`config.mk`:
```
export PLATFORM = sky130hd
export DESIGN_NAME = updown_counter_modn
export DESIGN_NICKNAME = d
export VERILOG_FILES = /design/src/rtl/updown_counter_modn.sv
export SDC_FILE = /design/constraint.sdc
export NUM_CORES = 1
export LEC_CHECK = 0
export CAP_MARGIN = 20
export CORE_AREA = 4 4 41 43
export DETAILED_ROUTE_END_ITERATION = 10
export DIE_AREA = 0 0 45 47
export GPL_ROUTABILITY_DRIVEN = 0
export PLACE_DENSITY = 0.77
export SLEW_MARGIN = 20
export SYNTH_ARGS = -nofsm -noshare
export SYNTH_HDL_FRONTEND = slang
export SYNTH_SLANG_ARGS = --single-unit
```
`constraint.sdc`:
```
create_clock -name clk_2 -period 3.03 [get_ports clk_2]
set_input_delay 0.606 -clock clk_2 [delete_from_list [all_inputs] [get_ports clk_2]]
set_output_delay 0.606 -clock clk_2 [all_outputs]
set_load 0.01 [all_outputs]
```
`src/rtl/updown_counter_modn.sv`:
```
// rtl/updown_counter_modn.sv - up/down counter with programmable modulus, wrap/saturate, cascade tc
// Optional tick prescaler enabled by defining COUNTER_PRESCALER_EN.
module updown_counter_modn #(
  parameter int NBITS    = 4,
  parameter int MODULO   = 10,
  parameter int PRESCALE = 4
) (
  input  logic             clk_2,
  input  logic             reset,
  input  logic             load,
  input  logic [NBITS-1:0] data_in,
  input  logic             enable,
  input  logic             count_up,
  input  logic             sat_mode,
  output logic [NBITS-1:0] count,
  output logic             tc,
  output logic             wrap_pulse,
  output logic             saturated,
  output logic             load_err
);

  localparam logic [NBITS-1:0] MAX_VAL = NBITS'(MODULO - 1);

  logic [NBITS-1:0] r_count;
  logic             r_wrap_pulse;
  logic             r_saturated;
  logic             r_load_err;

  logic             w_tick;
  logic             w_step;
  logic             w_at_top;
  logic             w_at_bot;
  logic             w_load_ok;
  logic [NBITS-1:0] w_count_nxt;
  logic             w_wrap;
  logic             w_block;

`ifdef COUNTER_PRESCALER_EN
  localparam int PRE_W = (PRESCALE > 1) ? $clog2(PRESCALE) : 1;
  localparam logic [PRE_W-1:0] PRE_MAX = PRE_W'(PRESCALE - 1);

  logic [PRE_W-1:0] r_pre;

  // Prescaler only advances on enabled cycles so a stalled cascade keeps its phase.
  always_ff @(posedge clk_2 or posedge reset) begin
    if (reset) begin
      r_pre <= '0;
    end else if (load) begin
      r_pre <= '0;
    end else if (enable) begin
      r_pre <= w_tick ? '0 : r_pre + 1'b1;
    end
  end

  assign w_tick = (r_pre == PRE_MAX);
`else
  assign w_tick = 1'b1;
`endif

  assign w_step   = enable & w_tick;
  assign w_at_top = (r_count == MAX_VAL);
  assign w_at_bot = (r_count == '0);
  // Widened compare keeps MODULO == 2**NBITS from truncating to zero.
  assign w_load_ok = ({1'b0, data_in} < (NBITS+1)'(MODULO));

  always_comb begin
    w_count_nxt = r_count;
    w_wrap      = 1'b0;
    w_block     = 1'b0;
    if (w_step) begin
      if (count_up) begin
        if (!w_at_top) begin
          w_count_nxt = r_count + 1'b1;
        end else if (sat_mode) begin
          w_block = 1'b1;
        end else begin
          w_count_nxt = '0;
          w_wrap      = 1'b1;
        end
      end else begin
        if (!w_at_bot) begin
          w_count_nxt = r_count - 1'b1;
        end else if (sat_mode) begin
          w_block = 1'b1;
        end else begin
          w_count_nxt = MAX_VAL;
          w_wrap      = 1'b1;
        end
      end
    end
  end

  always_ff @(posedge clk_2 or posedge reset) begin
    if (reset) begin
      r_count      <= '0;
      r_wrap_pulse <= 1'b0;
      r_saturated  <= 1'b0;
      r_load_err   <= 1'b0;
    end else if (load) begin
      r_count      <= w_load_ok ? data_in : MAX_VAL;
      r_wrap_pulse <= 1'b0;
      r_saturated  <= 1'b0;
      if (!w_load_ok) begin
        r_load_err <= 1'b1;
      end
    end else begin
      r_count      <= w_count_nxt;
      r_wrap_pulse <= w_wrap;
      if (w_block) begin
        r_saturated <= 1'b1;
      end
    end
  end

  // Terminal count stays asserted at the end value in sat mode so an upper stage sees the attempt.
  assign tc         = w_step & (count_up ? w_at_top : w_at_bot);
  assign count      = r_count;
  assign wrap_pulse = r_wrap_pulse;
  assign saturated  = r_saturated;
  assign load_err   = r_load_err;

endmodule
```
==> results of run 1 <==
[per-stage QoR]
| stage | cells | setup slack [ps] | utilization | instance area (µm²) | total power, mW |
|---|---|---|---|---|---|
| after global placement | 86 | 52.7 | 0.526 | 684 | 0.205 |
| after CTS | 90 | 18.1 | 0.546 | 711 | 0.292 |
| after detailed placement | 86 | 19.6 | 0.526 | 684 | 0.207 |
| after global routing | 90 | 331 | 0.548 | 713 | 0.308 |
| final | 90 | 428 | 0.548 | 713 | 0.288 |
| after floorplan | 55 | 976 | - | 497 | 0.169 |
[logic make-up after synthesis]
kind of cell | after synthesis | synth area share
AO/OA/AOI/OAI | 16 | 0.285
XOR/XNOR | 2 | 0.0353
buffers and inverters | 9 | 0.0856
flip-flops | 7 | 0.353
AND/OR/NAND/NOR | 21 | 0.242
[metal layers]
layer  part of all wire  track usage
met5                  0            0
met2               0.49        0.218
met1               0.43        0.150
met3              0.078       0.0536
met4                  0       0.0351
[worst register-to-register path: cells and delay by family, from the launching register on]
kind            cells  cell delay (ps)
compound gates      2              800
simple gates        2              540
flops               1              500
[synthesized netlist by cell type, types with 2 or more instances]
library cell	count	area [µm²]
o21ai_0	4	20.0
nand2b_1	2	12.5
nand2_1	4	15.0
xor2_1	2	17.5
nor2_1	3	11.3
nor2b_1	2	12.5
clkbuf_1	2	7.51
nor4_1	3	18.8
dfrtp_1	7	175
inv_1	5	18.8
[placed cells by master, fill, tap and decap left out, drive strengths merged]
cell type	n
a2111oi	3
o211ai	1
buf	3
a21oi	1
inv	5
nor3	1
nand2	4
clkdlybuf4s50	16
nand3	1
xor2	2
nand3b	1
clkbuf	4
dfrtp	7
dlymetal6s2s	1
a311o	1
a211oi	1
nand2b	2
a2bb2oi	1
o21ai	4
nor2b	2
nor2	3
nor4	3
o31ai	1
or3	2
a211o	1
a31oi	1
and3	2
a32oi	1
[timing repair]
action	CTS	global route
resized for setup	0	1
endpoints found under the setup margin	0	1
hold buffers	0	0
[layout make-up]
| class | count | area (µm²) |
|---|---|---|
| fillers | 127 | 588 |
| multi-input cells | 39 | 279 |
| repair buffers | 20 | 195 |
| flip-flops and latches | 7 | 175 |
| clock buffers | 4 | 26.3 |
| inverters | 5 | 18.8 |
| well taps | 15 | 18.8 |
[final timing paths]
kind                                         to                 start  slack [ps]
max in group asynchronous  count[3]$_DFFE_PP0P_                 reset        2250
max                                          tc              count_up         430
min in group asynchronous  load_err$_DFFE_PP0P_                 reset         580
min reg2reg                load_err$_DFFE_PP0P_  load_err$_DFFE_PP0P_         470
max reg2reg                count[3]$_DFFE_PP0P_  count[0]$_DFFE_PP0P_        1080
min                        load_err$_DFFE_PP0P_  load_err$_DFFE_PP0P_         470
[sequential cells by signal, indices dropped and copies added (netlist names)]
register	cells
load_err	1
wrap_pulse	1
saturated	1
count	4
[power groups by stage]
stage / clock [mW] / sequential, mW / combinational [mW]
floorplan: 0 / 0.112 / 0.0571
detailed placement: 0 / 0.122 / 0.0841
global placement: 0 / 0.121 / 0.0834
global route: 0.0935 / 0.123 / 0.0912
finish: 0.0830 / 0.121 / 0.0837
CTS: 0.0862 / 0.121 / 0.0848
==> flow_summary_export.csv, run 1 <==
group,metric,value,unit
run_status,outcome,"finished, final reports clean",
sta,post-route-period-util,0.859,
power_and_ir_drop,pwr-share-clk,0.288,
clock_tree,clock_latency,250,ps
power_and_ir_drop,ir_worst_vdd,0.244,mV
synthesis,synth-seq-cells,7,
clock_tree,path_clk_slew,50,ps
min_path,worstHoldPathType,"register to register",
critical_path,cp_cell_sequence,"clkdlybuf4s50_1 > or3_4 > a2111oi_2 > dlymetal6s2s_1",
synthesis,syn_area_per_cell,9.03,µm²
synthesis,synthArstFlopShare,1.00,
critical_path,crit_arrival,2000,ps
sta,rsz0062_at_grt,"no",
drt,vias,489,
layout,drive_gt1_frac,0.147,
drt,drt_iter0_drc,9,
power_and_ir_drop,p_sw_frac,0.307,
global_route,grt_pass1_wl,1970,µm
clock_tree,cts.sinks,7,
synthesis,synth_edf_count,0,
critical_path,rr_worst_depth,4,
sta,timing.hold.ws,470,ps
sta,maxSlewViolCount,0,
global_route,grt_max_degree,12,
floorplanning,num_rows,13,
floorplanning,core_area,1300,µm²
floorplanning,die_w,45,µm
sta,timing.fmax,0.384,GHz
job,drv_cap,0,
clock_tree,cts_tree,"done",
clock_tree,postCtsSetupBuffers,0,
sta,finalSetupViolCount,0,
synthesis,synth.distinct_cells,31,
synthesis,syn_area,497,µm²
place,dpl.hpwl,932,µm
clock_tree,clockBufferDepth,2,
critical_path,critPathRequiredTime,2420,ps
layout,area_growth,43.6,%
floorplanning,die_area,2120,µm²
clock_tree,numCtsBuffers,3,
critical_path,start_kind,"input pin",
critical_path,critPathMaxFanout,2,
sta,tns,0,ps
power_and_ir_drop,p_leak,0.305,nW
clock_tree,cts_root_buf,"clkbuf_4",
critical_path,cp_num_cells,4,
critical_path,crit_family,"buffers and inverters",
sta,min_period,2600,ps
global_route,grt_use_total,0.128,
synthesis,ys_seq_area_frac,0.353,
sta,finClkSkew,3.38,ps
drt,antenna_left,0,
sta,worst_slew_pin_slew,395,ps
critical_path,end_kind,"output port",
sta,slew_headroom,0.737,
synthesis,syn_inst,55,
global_route,grt_pass1_vias,472,
clock_tree,cts_htree_levels,1,
drt,postRouteWirelength,1170,µm
critical_path,crit_buf_inv,2,
layout,nNetsFinal,86,
power_and_ir_drop,p_int,200,µW
critical_path,slowest_delay,420,ps
drt,routedWlPerCell,13.0,µm
place,portBuffers,17,
global_route,grt_antenna_before_repair,0,
critical_path,critical-path-slowest-cell,"clkdlybuf4s50_1",
drt,viasPerCell,5.43,
sta,hold_viol_final,0,
power_and_ir_drop,switchingPower,88.2,µW
drt,drc,0,
critical_path,path_class,"input pin to output port",
min_path,holdPathStages,1,
power_and_ir_drop,power_frac_seq,0.421,
floorplanning,initial_core_util,0.382,
synthesis,synth_fp_nets,65,
global_route,grt-ovfl-total,0,
drt,dr.pass1.iters,2,
floorplanning,io_pins,18,
power_and_ir_drop,pwr-share-comb,0.291,
layout,diodes,0,
synthesis,synthFlopType,"dfrtp_1",
power_and_ir_drop,power_density,404,nW/µm²
synthesis,yosysWarnings,0,
floorplanning,die_y,47,µm
Note: power is estimated with default switching activity, not from simulation.
==> inputs of run 2 (changes only) <==
--- a/config.mk
+++ b/config.mk
@@ -10,6 +10,7 @@
 export DETAILED_ROUTE_END_ITERATION = 10
 export DIE_AREA = 0 0 45 47
 export GPL_ROUTABILITY_DRIVEN = 0
+export HOLD_SLACK_MARGIN = 0.1
 export PLACE_DENSITY = 0.77
 export SLEW_MARGIN = 20
 export SYNTH_ARGS = -nofsm -noshare
==> results of run 2 <==
The final DEF is identical to that of run 1; final timing and power are the same.
==> inputs of run 3 (changes only) <==
--- a/config.mk
+++ b/config.mk
@@ -6,12 +6,12 @@
 export NUM_CORES = 1
 export LEC_CHECK = 0
 export CAP_MARGIN = 20
-export CORE_AREA = 4 4 41 43
+export CORE_MARGIN = 4
+export CORE_UTILIZATION = 37
 export DETAILED_ROUTE_END_ITERATION = 10
-export DIE_AREA = 0 0 45 47
 export GPL_ROUTABILITY_DRIVEN = 0
 export HOLD_SLACK_MARGIN = 0.1
-export PLACE_DENSITY = 0.77
+export PLACE_DENSITY = 0.79
 export SLEW_MARGIN = 20
 export SYNTH_ARGS = -nofsm -noshare
 export SYNTH_HDL_FRONTEND = slang
==> constraint.sdc (replaced) <==
create_clock -name clk_2 -period 2.35 [get_ports clk_2]
set_input_delay 0.47 -clock clk_2 [delete_from_list [all_inputs] [get_ports clk_2]]
set_output_delay 0.47 -clock clk_2 [all_outputs]
set_load 0.01 [all_outputs]
==> flow_summary_export.csv, run 3 (same netlist as run 1, synthesis figures left out) <==
group,metric,value,unit
critical_path,crit_arrival,1780,ps
clock_tree,path_clk_slew,50,ps
sta,slew_headroom,0.728,
critical_path,slowest_delay,430,ps
layout,area_growth,54.9,%
floorplanning,core_area,1190,µm²
critical_path,cp_cell_sequence,"clkdlybuf4s50_1 > or3_4 > a2111oi_4 > buf_2",
layout,drive_gt1_frac,0.232,
critical_path,start_kind,"input pin",
layout,nNetsFinal,93,
drt,routedWlPerCell,13.8,µm
floorplanning,initial_core_util,0.419,
drt,viasPerCell,5.43,
sta,worst_slew_pin_slew,398,ps
clock_tree,cts_tree,"done",
drt,vias,521,
sta,timing.fmax,0.445,GHz
floorplanning,die_y,44.6,µm
drt,drc,0,
sta,maxSlewViolCount,0,
critical_path,end_kind,"output port",
sta,timing.hold.ws,455,ps
job,drv_cap,0,
clock_tree,cts_root_buf,"clkbuf_4",
sta,post-route-period-util,0.957,
clock_tree,cts.sinks,7,
drt,antenna_left,0,
critical_path,path_class,"input pin to output port",
power_and_ir_drop,power_density,515,nW/µm²
global_route,grt-ovfl-total,0,
min_path,worstHoldPathType,"input pin to async pin",
clock_tree,cts_htree_levels,1,
sta,min_period,2250,ps
place,dpl.hpwl,1040,µm
sta,hold_viol_final,0,
layout,final_area,769,µm²
place,place_ws,-338,ps
place,postPlaceCellArea,736,µm²
critical_path,r2r_setup_slack,520,ps
global_route,grt_use_total,0.159,
sta,finalSetupViolCount,0,
layout,largest_reg_flops,4,
clock_tree,clockBufferDepth,2,
sta,finClkSkew,0.203,ps
clock_tree,clock_latency,250,ps
place,portBuffers,17,
sta,rsz0062_at_grt,"no",
power_and_ir_drop,totalPowerFinal,396,µW
clock_tree,postCtsSetupBuffers,0,
run_status,outcome,"finished, final reports clean",
global_route,grt_max_degree,11,
floorplanning,io_pins,18,
layout,final_common_cell,"clkdlybuf4s50_1",
critical_path,crit_buf_inv,2,
power_and_ir_drop,p_leak,0.324,nW
power_and_ir_drop,ir_worst_vdd,0.550,mV
floorplanning,die_w,44.6,µm
clock_tree,numCtsBuffers,3,
critical_path,critical-path-slowest-cell,"clkdlybuf4s50_1",
sta,worst_slack,101,ps
critical_path,critPathRequiredTime,1880,ps
critical_path,critPathMaxFanout,2,
global_route,grt_pass1_wl,2320,µm
drt,postRouteWirelength,1320,µm
clock_tree,hold_buffers,0,
critical_path,crit_family,"buffers and inverters",
floorplanning,die_area,1990,µm²
layout,layout_common_cells,"16 x clkdlybuf4s50_1, 10 x buf_4, 7 x dfrtp_1",
global_route,grt_antenna_before_repair,0,
floorplanning,num_rows,12,
layout,diodes,0,
global_route,grt_pass1_vias,548,
drt,drt_iter0_drc,4,
drt,dr.pass1.iters,4,
[run 3: power breakdown]
part / switching (mW) / internal [mW] / total (mW)
logic: 0.0718 / 0.0782 / 0.150
clock network: 0.0429 / 0.0647 / 0.108
registers: 0.00864 / 0.130 / 0.139
total: 0.123 / 0.273 / 0.396
[run 3: metrics by stage]
stage	utilization	setup TNS, ps	instances
final	0.649	0	96
after global routing	0.649	0	96
after CTS	0.638	0	96
after detailed placement	0.620	-338	92
after global placement	0.620	-329	92
after floorplan	-	0	55
[run 3: area by class of cell]
cell class	count	area (µm²)
inverter	5	18.8
timing repair buffer	27	240
clock buffer	4	26.3
tap	14	17.5
fill	91	417
sequential	7	175
multi-input combinational	39	292
[run 3: worst paths after layout]
path                                 startpoint              endpoint  cells past startpoint
min in group clk_2         load_err$_DFFE_PP0P_  load_err$_DFFE_PP0P_                      1
setup reg to reg           count[3]$_DFFE_PP0P_  count[3]$_DFFE_PP0P_                      5
max in group asynchronous                 reset  count[3]$_DFFE_PP0P_                      2
hold / removal                            reset  count[1]$_DFFE_PP0P_                      2
hold reg to reg            load_err$_DFFE_PP0P_  load_err$_DFFE_PP0P_                      1
setup / recovery                       count_up                    tc                      4
[run 3: repair_timing]
action / in CTS / in global routing
pin swaps: 0 / 0
endpoints found under the setup margin: 1 / 1
gates cloned: 0 / 0
resized for setup: 4 / 1
[run 3: per-layer routing]
metal / track usage / up-vias / wire, µm
met5: 0 / - / 0
met4: 0.0241 / 0 / 0
met3: 0.0854 / 0 / 101
met2: 0.246 / 15 / 621
met1: 0.197 / 248 / 597
li1: - / 258 / -
